<file path="config.mk">
export PLATFORM = sky130hd
export DESIGN_NAME = spi_ram
export DESIGN_NICKNAME = d
export VERILOG_FILES = /design/src/rtl/spi_ram_pkg.sv /design/src/rtl/spi_ram_mem.sv /design/src/rtl/spi_ram.sv
export SDC_FILE = /design/constraint.sdc
export NUM_CORES = 2
export LEC_CHECK = 0
export BUFFER_PORTS_ARGS = -buffer_cell sky130_fd_sc_hd__buf_2
export CORE_ASPECT_RATIO = 1.75
export CORE_UTILIZATION = 26
export CTS_CLUSTER_DIAMETER = 60
export DETAILED_ROUTE_END_ITERATION = 8
export SLEW_MARGIN = 10
export SYNTH_ARGS = -nofsm -noshare
export SYNTH_HDL_FRONTEND = slang
export SYNTH_SLANG_ARGS = --single-unit
</file>
<file path="constraint.sdc">
create_clock -name i_clk -period 8.9 [get_ports i_clk]
set_input_delay 2.225 -clock i_clk [delete_from_list [all_inputs] [get_ports i_clk]]
set_output_delay 2.225 -clock i_clk [all_outputs]
set_load 0.005 [all_outputs]
</file>
<file path="src/rtl/spi_ram_pkg.sv">
// Shared constants for the SPI-attached RAM: command opcodes, word widths, TX FSM encoding.
package spi_ram_pkg;

    localparam int CMD_W  = 10;
    localparam int DATA_W = 8;

    localparam logic [1:0] OP_WR_ADDR = 2'b00;
    localparam logic [1:0] OP_WR_DATA = 2'b01;
    localparam logic [1:0] OP_RD_ADDR = 2'b10;
    localparam logic [1:0] OP_RD_DATA = 2'b11;

    localparam logic [0:0] TX_IDLE    = 1'b0;
    localparam logic [0:0] TX_HOLD_ST = 1'b1;

endpackage

</file>
<file path="src/rtl/spi_ram_mem.sv">
// Single-port synchronous RAM with a read-enabled registered output; contents are never reset.
module spi_ram_mem
    import spi_ram_pkg::*;
#(
    parameter int MEM_DEPTH = 256,
    parameter int ADDR_SIZE = 8
) (
    input  logic                 i_clk,
    input  logic                 i_we,
    input  logic                 i_re,
    input  logic [ADDR_SIZE-1:0] i_addr,
    input  logic [DATA_W-1:0]    i_din,
    output logic [DATA_W-1:0]    o_dout
);

    logic [DATA_W-1:0] r_mem [MEM_DEPTH];
    logic [DATA_W-1:0] r_dout;

    // The output register only moves on a read so it can serve as the held TX word.
    always_ff @(posedge i_clk) begin
        if (i_we) r_mem[i_addr] <= i_din;
        if (i_re) r_dout <= r_mem[i_addr];
    end

    assign o_dout = r_dout;

endmodule

</file>
<file path="src/rtl/spi_ram.sv">
// Command decoder for the SPI slave word stream: address pointers, RAM access, TX hold FSM.
//   state      | meaning
//   TX_IDLE    | o_tx_valid low, o_tx_data holds last read word
//   TX_HOLD_ST | o_tx_valid high while r_hold_cnt counts down to zero
module spi_ram
    import spi_ram_pkg::*;
#(
    parameter int MEM_DEPTH = 256,
    parameter int ADDR_SIZE = 8,
    parameter int TX_HOLD   = 9
) (
    input  logic              i_clk,
    input  logic              i_rst_n,
    input  logic [CMD_W-1:0]  i_rx_data,
    input  logic              i_rx_valid,
    output logic [DATA_W-1:0] o_tx_data,
    output logic              o_tx_valid
);

    localparam int CNT_W = $clog2(TX_HOLD + 1);

    logic [ADDR_SIZE-1:0] r_wr_ptr;
    logic [ADDR_SIZE-1:0] r_rd_ptr;
    logic [0:0]           r_state;
    logic [CNT_W-1:0]     r_hold_cnt;
    logic                 r_tx_loaded;

    logic [1:0]           w_op;
    logic [ADDR_SIZE-1:0] w_payload;
    logic                 w_wr_addr;
    logic                 w_wr_data;
    logic                 w_rd_addr;
    logic                 w_rd_data;
    logic [ADDR_SIZE-1:0] w_mem_addr;
    logic [DATA_W-1:0]    w_mem_dout;

    assign w_op      = i_rx_data[CMD_W-1:CMD_W-2];
    assign w_payload = i_rx_data[ADDR_SIZE-1:0];
    assign w_wr_addr = i_rx_valid && (w_op == OP_WR_ADDR);
    assign w_wr_data = i_rx_valid && (w_op == OP_WR_DATA);
    assign w_rd_addr = i_rx_valid && (w_op == OP_RD_ADDR);
    assign w_rd_data = i_rx_valid && (w_op == OP_RD_DATA);

    assign w_mem_addr = w_wr_data ? r_wr_ptr : r_rd_ptr;

    spi_ram_mem #(
        .MEM_DEPTH (MEM_DEPTH),
        .ADDR_SIZE (ADDR_SIZE)
    ) u_mem (
        .i_clk  (i_clk),
        .i_we   (w_wr_data),
        .i_re   (w_rd_data),
        .i_addr (w_mem_addr),
        .i_din  (i_rx_data[DATA_W-1:0]),
        .o_dout (w_mem_dout)
    );

    always_ff @(posedge i_clk or negedge i_rst_n) begin
        if (!i_rst_n) begin
            r_wr_ptr <= '0;
            r_rd_ptr <= '0;
        end else begin
            if (w_wr_addr) r_wr_ptr <= w_payload;
            if (w_wr_data) r_wr_ptr <= r_wr_ptr + 1'b1;
            if (w_rd_addr) r_rd_ptr <= w_payload;
            if (w_rd_data) r_rd_ptr <= r_rd_ptr + 1'b1;
        end
    end

    always_ff @(posedge i_clk or negedge i_rst_n) begin
        if (!i_rst_n) begin
            r_state     <= TX_IDLE;
            r_hold_cnt  <= '0;
            r_tx_loaded <= 1'b0;
        end else begin
            if (w_rd_data) r_tx_loaded <= 1'b1;
            if (w_rd_data) begin
                r_state    <= TX_HOLD_ST;
                r_hold_cnt <= CNT_W'(TX_HOLD - 1);
            end else if (r_state == TX_HOLD_ST) begin
                if (i_rx_valid || (r_hold_cnt == '0)) begin
                    r_state    <= TX_IDLE;
                    r_hold_cnt <= '0;
                end else begin
                    r_hold_cnt <= r_hold_cnt - 1'b1;
                end
            end
        end
    end

    // The RAM output register is not reset, so mask it until the first read after reset.
    assign o_tx_data  = r_tx_loaded ? w_mem_dout : '0;
    assign o_tx_valid = (r_state == TX_HOLD_ST);

endmodule

</file>
==> metrics.log <==
INFO  metric status = finished, final reports clean
INFO  metric clock_tree_from_tritoncts = built
INFO  metric firstDrtPassIters = 6
INFO  metric post-route-drc-count = 0
INFO  metric synth_nets = around 5700
INFO  metric cts.htree.levels = 4
INFO  metric num-nets-final = approximately 5700
INFO  metric final-setup-viol-count = 0
INFO  metric ioPinCount = 22
INFO  metric number_of_antenna_violations_at_the_first_check_in_global_routing = 3
INFO  metric worst-path-max-fanout = 42
INFO  metric cts-root-to-sink-buffers = 4
INFO  metric finalClockSkew = 54.6 ps
INFO  metric start_util = a little over a quarter
INFO  metric synth.yosys.seq_area_share = around 75%
INFO  metric maximum_number_of_pins_on_one_net_before_global_route_repair = between 150 and 200
INFO  metric mostFrequentLayoutCell = sky130_fd_sc_hd__edfxtp_1
INFO  metric setup-tns-final = 0 ps
INFO  metric netlist_instances = approximately 5700
INFO  metric die_area = ~320000 um2
INFO  metric clk_pin_slew_worst_paths = 70 ps
INFO  metric report.final.hold_viol_count = 0
INFO  metric syn_avg_cell_area = around 15 um2
INFO  metric finalWirelength = between 200 and 250 mm
INFO  metric grt_pass1_wl = roughly 350 mm
INFO  metric placement_rows = roughly 270
INFO  metric route.vias.total = between 40000 and 50000
INFO  metric coreArea = around 320000 um2
INFO  metric vias_per_cell = about 4.9
INFO  metric grt.overflow.total = 0
INFO  metric worstSetupEndpointType = flip-flop
INFO  metric mapped_area = between 80000 and 90000 um2
INFO  metric drt_iter0_markers = between 4000 and 5000
INFO  metric final_cell_mix = sky130_fd_sc_hd__edfxtp_1 (2056), sky130_fd_sc_hd__nand2_1 (1163), sky130_fd_sc_hd__mux2i_1 (490)
INFO  metric worstSkewPairLatency = 830 ps
INFO  metric max-vdd-ir-drop = around 140 uV
INFO  metric synth-seq-cells = 2078
INFO  metric total_power = approximately 22 mW
INFO  metric setup_repair_after_global_routing_missed_its_margin = no
INFO  metric post-dp-hpwl = 153 mm
INFO  metric routedWlPerCell = roughly 25 um
INFO  metric arrival_time_at_the_worst_endpoint = around 7300 ps
INFO  metric timing.slew.headroom = a little over 7%
INFO  metric final_min_period_over_clock_period = around three quarters
INFO  metric die_w = 430 um
INFO  metric cts.sink_count = 2078
INFO  metric cp.required = ~9500 ps
INFO  metric area_growth_syn_to_layout = 12.0%
INFO  metric cap_violations = 0
INFO  metric power_density = 234 nW/um2
INFO  metric yosys_most_used_dff = sky130_fd_sc_hd__edfxtp_1
INFO  metric setup.worst_path.class = primary input to flip-flop
INFO  metric final_antenna_net_count = 0
INFO  metric yosysWarnings = 0
INFO  metric dieHeight = approximately 750 um
INFO  metric post_cts_hold_buffer_count = 0
INFO  metric routabilityCongestion = 0.924
INFO  metric final_layout_size_suffix_gt1_share = about 7.5%
INFO  metric postSynth.asyncResetShare = under 10%
INFO  metric worstMarginPinSlew = roughly 1400 ps
INFO  metric timing.fmax = 147 MHz
INFO  metric clockRootBuffer = sky130_fd_sc_hd__clkbuf_16
INFO  metric grt_pass1_vias = roughly 50000
INFO  metric number_of_enable_type_register_cells_in_the_synthesized_netlist = a little over 2000
INFO  metric finalCriticalPeriod = a little under 7000 ps
INFO  metric synth_cell_types = 65
INFO  metric post_cts.repair.setup_buffers = 0
INFO  metric slew_viol_final = 0
INFO  metric post_cts.resized_instances = 0
INFO  metric global_route.usage.total = around 15%
INFO  metric hold_class = flip-flop to flip-flop
INFO  metric final_core_utilization = approximately 29%
INFO  metric io_buffer_count = 21
INFO  metric cts-buffers-inserted = around 170
INFO  metric worstSetupStartpointType = primary input
INFO  metric p_leak = approximately 30 nW
layout make-up:
class                   count  area, um2
fillers                 31379     225000
flip-flops and latches   2078      62300
multi-input cells        3227      19200
well taps                4140       5180
clock buffers             211       4600
repair buffers            128       1240
clock inverters            92        785
inverters                  33        124
diodes                      3       7.51
final timing paths:
check	from	endpoint	slack, ps	depth (start not counted)
worst max-delay path	i_rx_data[8]	u_mem.o_dout[1]	2120	11
worst min-delay path	r_hold_cnt[0]	r_hold_cnt[0]	550	1
worst max register to register	r_wr_ptr[1]	u_mem.o_dout[7]	3800	9
worst min register to register	r_hold_cnt[0]	r_hold_cnt[0]	550	1
max in group asynchronous	i_rst_n	r_rd_ptr[7]	7030	1
min in group asynchronous	i_rst_n	r_hold_cnt[1]	1400	1
cells by family (layout without fill, tap and decap cells):
| logic type | after synthesis | in the layout | share of synthesized area, % |
|---|---|---|---|
| other | 0 | 3 | 0 |
| muxes | 534 | 534 | 6.74 |
| DFF | 2078 | 2078 | 74.7 |
| buffers and inverters | 396 | 464 | 2.45 |
| AOI/OAI and AO/OA | 572 | 572 | 5.23 |
| and+or+nand+nor | 2117 | 2117 | 10.8 |
| adders and majority gates | 4 | 4 | 0.0600 |
synthesized netlist by cell type, types with 16 or more instances:
master,number,share of area (%)
sky130_fd_sc_hd__and3_1,59,0.44
sky130_fd_sc_hd__buf_2,176,1.1
sky130_fd_sc_hd__nor4_1,28,0.21
sky130_fd_sc_hd__a311oi_1,49,0.51
sky130_fd_sc_hd__mux4_2,17,0.46
sky130_fd_sc_hd__nor2_1,285,1.3
sky130_fd_sc_hd__buf_1,27,0.12
sky130_fd_sc_hd__o21ai_0,16,0.096
sky130_fd_sc_hd__a211oi_1,55,0.50
sky130_fd_sc_hd__nand2_1,1167,5.3
sky130_fd_sc_hd__mux2_2,17,0.23
sky130_fd_sc_hd__a21oi_1,53,0.32
sky130_fd_sc_hd__o2111ai_1,30,0.32
sky130_fd_sc_hd__nand4_1,26,0.20
sky130_fd_sc_hd__mux2i_1,494,5.9
sky130_fd_sc_hd__edfxtp_1,2056,74
sky130_fd_sc_hd__buf_6,29,0.39
sky130_fd_sc_hd__clkbuf_1,99,0.45
sky130_fd_sc_hd__nand3_1,482,2.9
sky130_fd_sc_hd__nor3_1,18,0.11
sky130_fd_sc_hd__a311o_1,21,0.25
sky130_fd_sc_hd__a32oi_1,67,0.70
sky130_fd_sc_hd__inv_1,32,0.14
sky130_fd_sc_hd__a31oi_1,82,0.62
sky130_fd_sc_hd__o22ai_1,77,0.58
sky130_fd_sc_hd__buf_4,32,0.29
sky130_fd_sc_hd__dfrtp_1,22,0.66
sky130_fd_sc_hd__o221ai_1,55,0.58
sequential cells by signal (all words and copies together) (netlist names):
register and flops:
r_hold_cnt 4, o_tx_valid 1, r_rd_ptr 8, r_wr_ptr 8, r_tx_loaded 1, u_mem.r_mem 2048
u_mem.o_dout 8
per-stage QoR:
stage | instance area [um2] | std cells | setup slack [ps] | hold slack (ps)
floorplan | 83400 | 5701 | 3920 | 472
global placement | 88000 | 9605 | 1580 | 494
detailed placement | 88000 | 9605 | 1570 | 524
CTS | 93400 | 9908 | 2370 | 538
global route | 93400 | 9911 | 2170 | 572
finish | 93400 | 9912 | 2120 | 545
per-layer routing:
metal / part of all wire [%] / wire length, um / global-route usage [%] / vias up
li1: - / - / - / 21517
met1: 34 / 82700 / 15.0 / 24933
met2: 53 / 128000 / 26.8 / 1909
met3: 5.0 / 12300 / 1.67 / 626
met4: 8.5 / 20700 / 11.3 / 0
met5: 0 / 0 / 0 / -
worst max-delay path: stages:
cell and delay, ps:
sky130_fd_sc_hd__buf_2 540, sky130_fd_sc_hd__nand3b_4 410, sky130_fd_sc_hd__buf_4 390, sky130_fd_sc_hd__a21o_4 480, sky130_fd_sc_hd__nand2_1 640, sky130_fd_sc_hd__buf_4 310
sky130_fd_sc_hd__o22ai_1 140, sky130_fd_sc_hd__nor4_1 1180, sky130_fd_sc_hd__o2111ai_1 430, sky130_fd_sc_hd__a211oi_2 340, sky130_fd_sc_hd__o2111ai_1 150
where the power goes:
| group | leakage, nW | switching (mW) | internal (mW) |
|---|---|---|---|
| combinational | 8.94 | 2.51 | 0.954 |
| sequential | 18.7 | 0.0559 | 10.8 |
| clock | 2.64 | 3.48 | 4.08 |
Note: power is estimated with default switching activity, not from simulation.
